File: src/rtl/ahb2apb_if.sv
`default_nettype none
// ============================================================================
// Module   : ahb2apb_if
// Purpose  : AHB-Lite slave side and APB3 master side signal bundle for the
//            ahb2apb bridge. The "slave" modport is the bridge's view; the
//            "master" modport is the surrounding system (AHB master, APB
//            peripheral). Optional APB4 strobes exist under AHB2APB_PSTRB_EN.
// Revision : 1.0 - initial release
// ============================================================================
interface ahb2apb_if #(
  parameter int P_ADDR_W = 16
);
  logic                ahb_hsel;
  logic [31:0]         ahb_haddr;
  logic [1:0]          ahb_htrans;
  logic                ahb_hwrite;
  logic [1:0]          ahb_hsize;
  logic [31:0]         ahb_hwdata;
  logic                ahb_hready;
  logic                ahb_hreadyout;
  logic                ahb_hresp;
  logic [31:0]         ahb_hrdata;
  logic [P_ADDR_W-1:0] apb_paddr;
  logic                apb_psel;
  logic                apb_penable;
  logic                apb_pwrite;
  logic [31:0]         apb_pwdata;
`ifdef AHB2APB_PSTRB_EN
  logic [3:0]          apb_pstrb;
`endif
  logic [31:0]         apb_prdata;
  logic                apb_pready;
  logic                apb_pslverr;

  modport slave (
    input  ahb_hsel, ahb_haddr, ahb_htrans, ahb_hwrite, ahb_hsize,
    input  ahb_hwdata, ahb_hready,
    output ahb_hreadyout, ahb_hresp, ahb_hrdata,
    output apb_paddr, apb_psel, apb_penable, apb_pwrite, apb_pwdata,
`ifdef AHB2APB_PSTRB_EN
    output apb_pstrb,
`endif
    input  apb_prdata, apb_pready, apb_pslverr
  );

  modport master (
    output ahb_hsel, ahb_haddr, ahb_htrans, ahb_hwrite, ahb_hsize,
    output ahb_hwdata, ahb_hready,
    input  ahb_hreadyout, ahb_hresp, ahb_hrdata,
    input  apb_paddr, apb_psel, apb_penable, apb_pwrite, apb_pwdata,
`ifdef AHB2APB_PSTRB_EN
    input  apb_pstrb,
`endif
    output apb_prdata, apb_pready, apb_pslverr
  );
endinterface
`default_nettype wire

File: src/rtl/ahb2apb.sv
`default_nettype none
// ============================================================================
// Module   : ahb2apb
// Purpose  : AHB-Lite slave to APB3 master bridge. One APB transfer per
//            accepted AHB transfer, AHB wait states until APB completes,
//            PSLVERR or PREADY timeout reported as a two-cycle AHB ERROR.
//            All outputs are registered.
// Options  : AHB2APB_PSTRB_EN - adds APB4 write strobes (apb_pstrb).
// Revision : 1.0 - initial release
// ============================================================================
module ahb2apb #(
  parameter int P_ADDR_W  = 16,
  parameter int P_TIMEOUT = 256
) (
  input  logic       clk,
  input  logic       reset_n,
  ahb2apb_if.slave   bus
);

  localparam logic [2:0] S_IDLE   = 3'd0;
  localparam logic [2:0] S_WDATA  = 3'd1;
  localparam logic [2:0] S_SETUP  = 3'd2;
  localparam logic [2:0] S_ACCESS = 3'd3;
  localparam logic [2:0] S_DONE   = 3'd4;
  localparam logic [2:0] S_ERR1   = 3'd5;
  localparam logic [2:0] S_ERR2   = 3'd6;

  localparam int CNT_W = $clog2(P_TIMEOUT) + 1;
  // Last ACCESS cycle index allowed before the transfer is abandoned.
  localparam logic [CNT_W-1:0] TO_LAST = (P_TIMEOUT == 0) ? '0 : CNT_W'(P_TIMEOUT - 1);

  logic [2:0]          r_state;
  logic [CNT_W-1:0]    r_cnt;
  logic [P_ADDR_W-1:0] r_paddr;
  logic                r_psel;
  logic                r_penable;
  logic                r_pwrite;
  logic [31:0]         r_pwdata;
  logic [1:0]          r_hsize;
  logic                r_hreadyout;
  logic                r_hresp;
  logic [31:0]         r_hrdata;

  logic w_can_accept;
  logic w_accept;
  logic w_timeout;
  logic w_unused;

  // A new address phase may only be taken where the previous data phase is
  // completing (or there is none), which allows back-to-back transfers.
  assign w_can_accept = (r_state == S_IDLE) || (r_state == S_DONE) || (r_state == S_ERR2);
  assign w_accept     = w_can_accept & bus.ahb_hsel & bus.ahb_hready & bus.ahb_htrans[1];
  assign w_timeout    = (P_TIMEOUT != 0) && (r_cnt == TO_LAST);

  // Upper address bits, htrans[0] and the latched size carry no logic here.
  assign w_unused = ^{r_hsize, bus.ahb_htrans[0], bus.ahb_haddr};

  // Bridge state machine; every output is loaded with its value for the next state.
  always_ff @(posedge clk or negedge reset_n) begin
    if (!reset_n) begin
      r_state     <= S_IDLE;
      r_cnt       <= '0;
      r_paddr     <= '0;
      r_psel      <= 1'b0;
      r_penable   <= 1'b0;
      r_pwrite    <= 1'b0;
      r_pwdata    <= '0;
      r_hsize     <= '0;
      r_hreadyout <= 1'b1;
      r_hresp     <= 1'b0;
      r_hrdata    <= '0;
    end else begin
      case (r_state)
        S_IDLE, S_DONE, S_ERR2: begin
          r_hresp <= 1'b0;
          if (w_accept) begin
            r_paddr     <= bus.ahb_haddr[P_ADDR_W-1:0];
            r_pwrite    <= bus.ahb_hwrite;
            r_hsize     <= bus.ahb_hsize;
            r_hreadyout <= 1'b0;
            if (bus.ahb_hwrite) begin
              // Write data only arrives in the following data phase.
              r_state <= S_WDATA;
            end else begin
              r_state <= S_SETUP;
              r_psel  <= 1'b1;
            end
          end else begin
            r_state     <= S_IDLE;
            r_hreadyout <= 1'b1;
          end
        end
        S_WDATA: begin
          r_pwdata <= bus.ahb_hwdata;
          r_psel   <= 1'b1;
          r_state  <= S_SETUP;
        end
        S_SETUP: begin
          r_penable <= 1'b1;
          r_state   <= S_ACCESS;
        end
        S_ACCESS: begin
          if (bus.apb_pready) begin
            r_psel    <= 1'b0;
            r_penable <= 1'b0;
            r_cnt     <= '0;
            if (!bus.apb_pslverr) begin
              if (!r_pwrite) begin
                r_hrdata <= bus.apb_prdata;
              end
              r_hreadyout <= 1'b1;
              r_state     <= S_DONE;
            end else begin
              r_hresp <= 1'b1;
              r_state <= S_ERR1;
            end
          end else if (w_timeout) begin
            // Peripheral never answered: abandon the APB transfer.
            r_psel    <= 1'b0;
            r_penable <= 1'b0;
            r_cnt     <= '0;
            r_hresp   <= 1'b1;
            r_state   <= S_ERR1;
          end else begin
            r_cnt <= r_cnt + CNT_W'(1);
          end
        end
        S_ERR1: begin
          r_hreadyout <= 1'b1;
          r_state     <= S_ERR2;
        end
        default: begin
          r_state     <= S_IDLE;
          r_cnt       <= '0;
          r_psel      <= 1'b0;
          r_penable   <= 1'b0;
          r_hreadyout <= 1'b1;
          r_hresp     <= 1'b0;
        end
      endcase
    end
  end

  assign bus.apb_paddr     = r_paddr;
  assign bus.apb_psel      = r_psel;
  assign bus.apb_penable   = r_penable;
  assign bus.apb_pwrite    = r_pwrite;
  assign bus.apb_pwdata    = r_pwdata;
  assign bus.ahb_hreadyout = r_hreadyout;
  assign bus.ahb_hresp     = r_hresp;
  assign bus.ahb_hrdata    = r_hrdata;

`ifdef AHB2APB_PSTRB_EN
  logic [3:0] r_pstrb;

  function automatic logic [3:0] lane_strb(input logic [1:0] sz, input logic [1:0] a);
    logic [3:0] s;
    case (sz)
      2'd0:    s = 4'b0001 << a;
      2'd1:    s = a[1] ? 4'b1100 : 4'b0011;
      default: s = 4'b1111;
    endcase
    return s;
  endfunction

  // Strobes are fixed at accept, so they stay stable through SETUP/ACCESS.
  always_ff @(posedge clk or negedge reset_n) begin
    if (!reset_n) begin
      r_pstrb <= 4'b0000;
    end else if (w_accept) begin
      r_pstrb <= bus.ahb_hwrite ? lane_strb(bus.ahb_hsize, bus.ahb_haddr[1:0]) : 4'b0000;
    end
  end

  assign bus.apb_pstrb = r_pstrb;
`endif

endmodule
`default_nettype wire
File: src/flat_wrapper.sv
// flat-port wrapper written by rule: the top's interface ports become plain ports
module ahb2apb_flat 
#(
  parameter int P_ADDR_W  = 16,
  parameter int P_TIMEOUT = 256
)
  (clk, reset_n, bus_ahb_hsel, bus_ahb_haddr, bus_ahb_htrans, bus_ahb_hwrite, bus_ahb_hsize, bus_ahb_hwdata, bus_ahb_hready, bus_ahb_hreadyout, bus_ahb_hresp, bus_ahb_hrdata, bus_apb_paddr, bus_apb_psel, bus_apb_penable, bus_apb_pwrite, bus_apb_pwdata, bus_apb_prdata, bus_apb_pready, bus_apb_pslverr);
  ahb2apb_if #(.P_ADDR_W(P_ADDR_W)) bus_i ();
  input  logic clk;
  input  logic reset_n;
  input wire logic [$bits(bus_i.ahb_hsel)-1:0] bus_ahb_hsel;
  input wire logic [$bits(bus_i.ahb_haddr)-1:0] bus_ahb_haddr;
  input wire logic [$bits(bus_i.ahb_htrans)-1:0] bus_ahb_htrans;
  input wire logic [$bits(bus_i.ahb_hwrite)-1:0] bus_ahb_hwrite;
  input wire logic [$bits(bus_i.ahb_hsize)-1:0] bus_ahb_hsize;
  input wire logic [$bits(bus_i.ahb_hwdata)-1:0] bus_ahb_hwdata;
  input wire logic [$bits(bus_i.ahb_hready)-1:0] bus_ahb_hready;
  output wire logic [$bits(bus_i.ahb_hreadyout)-1:0] bus_ahb_hreadyout;
  output wire logic [$bits(bus_i.ahb_hresp)-1:0] bus_ahb_hresp;
  output wire logic [$bits(bus_i.ahb_hrdata)-1:0] bus_ahb_hrdata;
  output wire logic [$bits(bus_i.apb_paddr)-1:0] bus_apb_paddr;
  output wire logic [$bits(bus_i.apb_psel)-1:0] bus_apb_psel;
  output wire logic [$bits(bus_i.apb_penable)-1:0] bus_apb_penable;
  output wire logic [$bits(bus_i.apb_pwrite)-1:0] bus_apb_pwrite;
  output wire logic [$bits(bus_i.apb_pwdata)-1:0] bus_apb_pwdata;
  input wire logic [$bits(bus_i.apb_prdata)-1:0] bus_apb_prdata;
  input wire logic [$bits(bus_i.apb_pready)-1:0] bus_apb_pready;
  input wire logic [$bits(bus_i.apb_pslverr)-1:0] bus_apb_pslverr;
  assign bus_i.ahb_hsel = bus_ahb_hsel;
  assign bus_i.ahb_haddr = bus_ahb_haddr;
  assign bus_i.ahb_htrans = bus_ahb_htrans;
  assign bus_i.ahb_hwrite = bus_ahb_hwrite;
  assign bus_i.ahb_hsize = bus_ahb_hsize;
  assign bus_i.ahb_hwdata = bus_ahb_hwdata;
  assign bus_i.ahb_hready = bus_ahb_hready;
  assign bus_ahb_hreadyout = bus_i.ahb_hreadyout;
  assign bus_ahb_hresp = bus_i.ahb_hresp;
  assign bus_ahb_hrdata = bus_i.ahb_hrdata;
  assign bus_apb_paddr = bus_i.apb_paddr;
  assign bus_apb_psel = bus_i.apb_psel;
  assign bus_apb_penable = bus_i.apb_penable;
  assign bus_apb_pwrite = bus_i.apb_pwrite;
  assign bus_apb_pwdata = bus_i.apb_pwdata;
  assign bus_i.apb_prdata = bus_apb_prdata;
  assign bus_i.apb_pready = bus_apb_pready;
  assign bus_i.apb_pslverr = bus_apb_pslverr;
  ahb2apb #(.P_ADDR_W(P_ADDR_W), .P_TIMEOUT(P_TIMEOUT)) u_core (.clk(clk), .reset_n(reset_n), .bus(bus_i));
endmodule
File: config.mk
export PLATFORM = sky130hd
export DESIGN_NAME = ahb2apb_flat
export DESIGN_NICKNAME = d
export VERILOG_FILES = /design/src/rtl/ahb2apb_if.sv /design/src/rtl/ahb2apb.sv /design/src/flat_wrapper.sv
export SDC_FILE = /design/constraint.sdc
export NUM_CORES = 1
export LEC_CHECK = 0
export BUFFER_PORTS_ARGS = -buffer_cell sky130_fd_sc_hd__buf_4
export CAP_MARGIN = 25
export CORE_ASPECT_RATIO = 0.75
export CORE_UTILIZATION = 50
export CTS_CLUSTER_DIAMETER = 120
export DETAILED_ROUTE_END_ITERATION = 10
export GPL_TIMING_DRIVEN = 0
export PLACE_DENSITY = 0.86
export SYNTH_ARGS = -nofsm -noshare
export SYNTH_HDL_FRONTEND = slang
export SYNTH_SLANG_ARGS = --single-unit
File: constraint.sdc
create_clock -name clk -period 2.9 [get_ports clk]
set_input_delay 0 -clock clk [delete_from_list [all_inputs] [get_ports clk]]
set_output_delay 0 -clock clk [all_outputs]
set_load 0.05 [all_outputs]
## Word level (Yosys, flattened, before mapping)

Index checks and enable logic that the tools add are counted.

- Register bits after elaboration: 97
- Logic and storage cells: 71

- Bitwise gates (word level): 9
- Mux-type cells: 23
- Reductions and logical operators: 15
- Eq/ne operators: 13
- Add/subtract/negate cells: 1

Operators by type and width:

| kind | count |
|---|---|
| 2-to-1 mux 9 bit | 2 |
| one-hot mux 9 bit (2 select lines) | 1 |
| one-hot mux 3 bit (5 select lines) | 1 |
| 2-to-1 mux 1 bit | 11 |
| adder 9 x 1 -> 9 bit, second input constant | 1 |
| == test 3 bit, second input constant | 3 |
| == test 9 x 8 -> 1 bit, second input constant | 1 |
| AND reduction 4 bit | 2 |
| == test 3 x 2 -> 1 bit, second input constant | 2 |
| 2-to-1 mux 3 bit | 2 |
| inequality test 2 bit, second input constant | 3 |
| NOT 1 bit | 6 |
| one-hot mux 1 bit (3 select lines) | 2 |
| AND reduction 3 bit | 2 |
| OR reduction 3 bit | 2 |
| OR reduction 6 bit | 1 |
| OR reduction 5 bit | 1 |
| 2-to-1 mux 2 bit | 2 |
| one-hot mux 1 bit (4 select lines) | 1 |
| AND reduction 2 bit | 2 |
| OR reduction 2 bit | 2 |
| bitwise AND 1 bit | 3 |
| == test 3 x 1 -> 1 bit, second input constant | 1 |
| zero test 3 bit | 1 |
| 5 further kinds | 6 |

## Depth between registers and ports, before layout

- Depth after elaboration: 8
- Gate-level depth with buffers: 6
- Gate-level depth less buffers: 5

## Worst setup path after synthesis

Ideal clock, no wire load.

- Path type: flip-flop to flip-flop
- Start point: register u_core.r_state[0]
- End point: register u_core.r_paddr[10] (netlist: u_core.bus.apb_paddr[10])
- Arrival time: 1.401 ns
- Data required time: 2.773 ns
- Period minus slack after synthesis: 1.528 ns
- Slack: 1.372 ns
- Stages on the path, launching flop included: 6
- Buffers on the path: 2
- Cell sequence: dfrtp_1 > buf_6 > nand4b_2 > nor2_8 > buf_6 > mux2_1

- Cells in the longest elaborated chain, start to end: 7
- Elaborated cells between the ends (all ways): 10
- Those cells by class: eq/ne: 2; bitwise: 3; reduce/logical: 5

RTL lines:

| element | RTL line | RTL |
|---|---|---|
| start, declared | ahb2apb.sv:32 | `logic [2:0] r_state;` |
| start signal, assigned | ahb2apb.sv:61 | `r_state <= S_IDLE;` |
| start signal, assigned | ahb2apb.sv:83 | `r_state <= S_WDATA;` |
| start signal, assigned | ahb2apb.sv:85 | `r_state <= S_SETUP;` |
| == test 3 bit / zero test 3 bit (equally long branches) | ahb2apb.sv:51, ahb2apb.sv:73 |  |
| logical OR 1 bit (2 in series) | ahb2apb.sv:51 | `assign w_can_accept = (r_state == S_IDLE) \|\| (r_state == S_DONE) \|\| (r_state == S_ERR2);` |
| bitwise AND 1 bit (3 in series) | ahb2apb.sv:52 | `assign w_accept = w_can_accept & bus.ahb_hsel & bus.ahb_hready & bus.ahb_htrans[1];` |
| AND reduction 2 bit (no line) (*) | - |  |
| end signal, assigned | ahb2apb.sv:77 | `r_paddr <= bus.ahb_haddr[P_ADDR_W-1:0];` |
| end, declared | ahb2apb.sv:34 | `logic [P_ADDR_W-1:0] r_paddr;` |

Mark *: on every way between the ends. The rest lies on a longest branch, timed or not.
A chain may end at the register's enable or synchronous reset.

## Final worst setup path

- Start point: register u_core.r_state[2]
- End point: register u_core.r_pwdata[21] (netlist: u_core.bus.apb_pwdata[21])

- Cells in the longest elaborated chain, start to end: 1

RTL lines:

| element | RTL line | RTL |
|---|---|---|
| == test 3 x 1 -> 1 bit | ahb2apb.sv:73 | `case (r_state)` |
| end signal, assigned | ahb2apb.sv:94 | `r_pwdata <= bus.ahb_hwdata;` |
| end, declared | ahb2apb.sv:38 | `logic [31:0] r_pwdata;` |

No other way between the ends.

==> results.md <==
- Status: complete, no violations
- Number of global-route vias before repair: roughly 3,700
- Post-CTS Resized: 0
- DPL Wire Length: just under 7000 um
- Post-route cell area: between 6000 and 7000 um^2
- Setup tns final: 0 ps
- DP Area: about 5400 um^2
- CTS tree: done
- Minimum clock period: approximately 1700 ps
- Syn. warnings: 0
- H-tree depth: 3
- Grt total ovfl: 0
- Critical Path Source Type: flip-flop
- Die Width: 105 um
- # DRC: 0
- Power consumption: about 8000 uW
- Hold Fails Final Rpt: 0
- Wire per inst: roughly 20 um
- Die ar.: slightly above 8000 um^2
- Pwr/cell area: around 1200 nW/um^2
- Synth top area share: about 61%
- Pins over their slew limit: 0
- Crit path capture type: flip-flop
- Die Span Y: about 80 um
- Clock Latency Late Sink: between 300 and 400 ps
- Synth Flop Type: dfrtp_1
- Clock sinks: between 90 and 100
- Final setup vio count: 0
- Number of flops mapped to enable cells by yosys: 0
- Worst Path Required: around 3100 ps
- Nets: ~630
- Critical path data arrival time: around 1900 ps
- Share of layout cells above drive strength 1: 50.6%
- TritonCTS Buffers: 9
- Via count: approximately 3,300
- # IOs: around 190
- Vias per cell: 5.22
- ANT cells: 0
- Worst slew pin tran: slightly below 500 ps
- Post-route ant nets: 0
- Row Count: 27
- Register area share after synthesis: between 60% and 70%
- Fmax: approximately 0.58 GHz
- Mapped Area: between 3000 and 4000 um^2
- Port buffer count: 172
- DRT iter0 DRCs: 130
- Clock Skew: roughly 13 ps
- Initial antenna violation count: 0
- Synth cell types: between 40 and 50
- Global-route wire length before repair: 20,300 um
- Ys async rst share: 100%
- Synth-to-Final Area Change: 62.9%
- Synth area leader: dfrtp_1
- Clk pin slew, worst setup/hold paths: ~100 ps
- Maximum clock path buffer count: 2
- GRT Util Overall: approximately a third
- Core area: approximately 7500 um^2
- Unrepaired setup endpoints after global routing: false
- Cell count after synthesis: roughly 260
- Ranking of synthesized cells by area: dfrtp_1 (61%), mux2_2 (12%), mux2_1 (7.7%)
- Hold Buf Count CTS: roughly 80
- Initial Util: a little over half
- Setup Fix Bufs, Post-CTS: 0
- Hold WC Path Type: in2reg
- Final non-filler cell total: approximately 630
- Fin crit share: 59.2%
- Crit-path max FO: 10
- GP Congestion: approximately 0.83
- Pre-antenna DRT Iters: 4
- Placed Instances: between 500 and 600
- Post-Syn Nets: about 370
- Synth cell count leaders: dfrtp_1 (96), mux2_2 (43), mux2_1 (27)
- Largest net degree at the start of global routing: between 60 and 70
- Post-synthesis register bit count: between 90 and 100
- CTS root buf: clkbuf_8
- Most common cell in the netlist: dfrtp_1
- Worst relative slew slack: 67.2%
- Syn Area/Cell: between 15 and 20 um^2
- Leakage power: slightly above 0.003 uW
- Critical path class: reg2reg
- DRT Wirelength: 12,900 um
- MaxCap Viol Count: 0
- Peak supply drop: roughly 0.76 mV
-- placed cells by master (no fill, tap or decap), types with 2 or more instances in the layout --
| master | netlist | final |
|---|---|---|
| mux2_2 | 43 | 43 |
| mux2_4 | 10 | 10 |
| nand2_1 | 8 | 8 |
| bufinv_16 | 0 | 2 |
| mux2_1 | 27 | 27 |
| clkbuf_1 | 1 | 2 |
| dfrtp_1 | 96 | 96 |
| clkbuf_8 | 0 | 10 |
| inv_1 | 2 | 2 |
| o21ai_1 | 2 | 2 |
| buf_4 | 7 | 179 |
| o21ai_0 | 7 | 7 |
| o31ai_1 | 2 | 2 |
| nand3_1 | 6 | 6 |
| nor2_1 | 9 | 9 |
| a21oi_1 | 4 | 4 |
| a22o_1 | 2 | 2 |
| dlygate4sd3_1 | 0 | 82 |
| buf_6 | 2 | 2 |
| nor3_1 | 3 | 3 |
-- power breakdown --
part	internal, uW	total [uW]	switching (uW)
Combinational	1580	4590	3010
Sequential	1970	2380	408
Clock	518	993	475
Total	4060	7960	3890
-- per-layer routing --
layer / routed length [um] / global-route usage (%) / up-vias / part of all wire (%)
met2: 6550 / 58.1 / 178 / 51
li1: - / - / 1453 / -
met4: 337 / 13.2 / 0 / 2.6
met5: 0 / 0 / - / 0
met3: 1000 / 9.03 / 31 / 7.8
met1: 4960 / 37.8 / 1629 / 39
-- cell families (layout without fill, tap and decap cells) --
| group | Yosys count | after routing | share of synthesized area, % |
|---|---|---|---|
| adder cells (fa/ha/maj) | 1 | 1 | 0.315 |
| AO/OA/AOI/OAI | 26 | 26 | 5.24 |
| flip-flops | 97 | 97 | 61.2 |
| XOR/XNOR | 1 | 1 | 0.221 |
| AND/OR/NAND/NOR | 41 | 41 | 7.07 |
| buffers and inverters | 13 | 284 | 2.27 |
| multiplexers | 80 | 80 | 23.7 |
-- state kept, by name, summed over array words and instances, names as in the netlist --
name	count
u_core.bus.ahb_hrdata	32
u_core.bus.apb_pwdata	32
u_core.bus.apb_paddr	16
u_core.r_cnt	9
u_core.r_state	3
u_core.bus.ahb_hreadyout	1
u_core.bus.ahb_hresp	1
u_core.bus.apb_penable	1
u_core.bus.apb_psel	1
u_core.bus.apb_pwrite	1
-- metrics by stage --
step                util, %  setup slack, ps  hold slack [ps]
floorplan                 -             1370             -296
global placement       71.8             1270              214
detailed placement     72.2             1220            -18.5
CTS                    86.2             1210              116
global route           86.2             1100              118
finish                 86.2             1180              115
-- worst max-delay path: stages, from the launching register on --
cell	delay, ps
dfrtp_1	530
nor3b_4	410
buf_4	270
mux2_2	370
-- cell type report --
cell class	instances	area (um^2)
timing repair buffer	255	2140
sequential	97	2430
tap	101	126
buffer	10	78.8
clock inverter	5	87.6
inverter	3	11.3
clock buffer	11	141
multi-input combinational	149	1450
fill	348	1040
-- worst paths after layout --
path	from	endpoint	slack [ps]	depth (start not counted)
worst min-delay path	bus_apb_pslverr	u_core.r_state[0]	110	4
min in group asynchronous	reset_n	u_core.bus.apb_paddr[11]	150	2
worst max-delay path	u_core.r_state[2]	u_core.bus.apb_pwdata[21]	1180	3
max in group asynchronous	reset_n	u_core.bus.ahb_hreadyout	2050	3
worst min register to register	u_core.bus.apb_paddr[8]	u_core.bus.apb_paddr[8]	500	1
worst max register to register	u_core.r_state[2]	u_core.bus.apb_pwdata[21]	1180	3
Power figures use the tool's default switching activity.
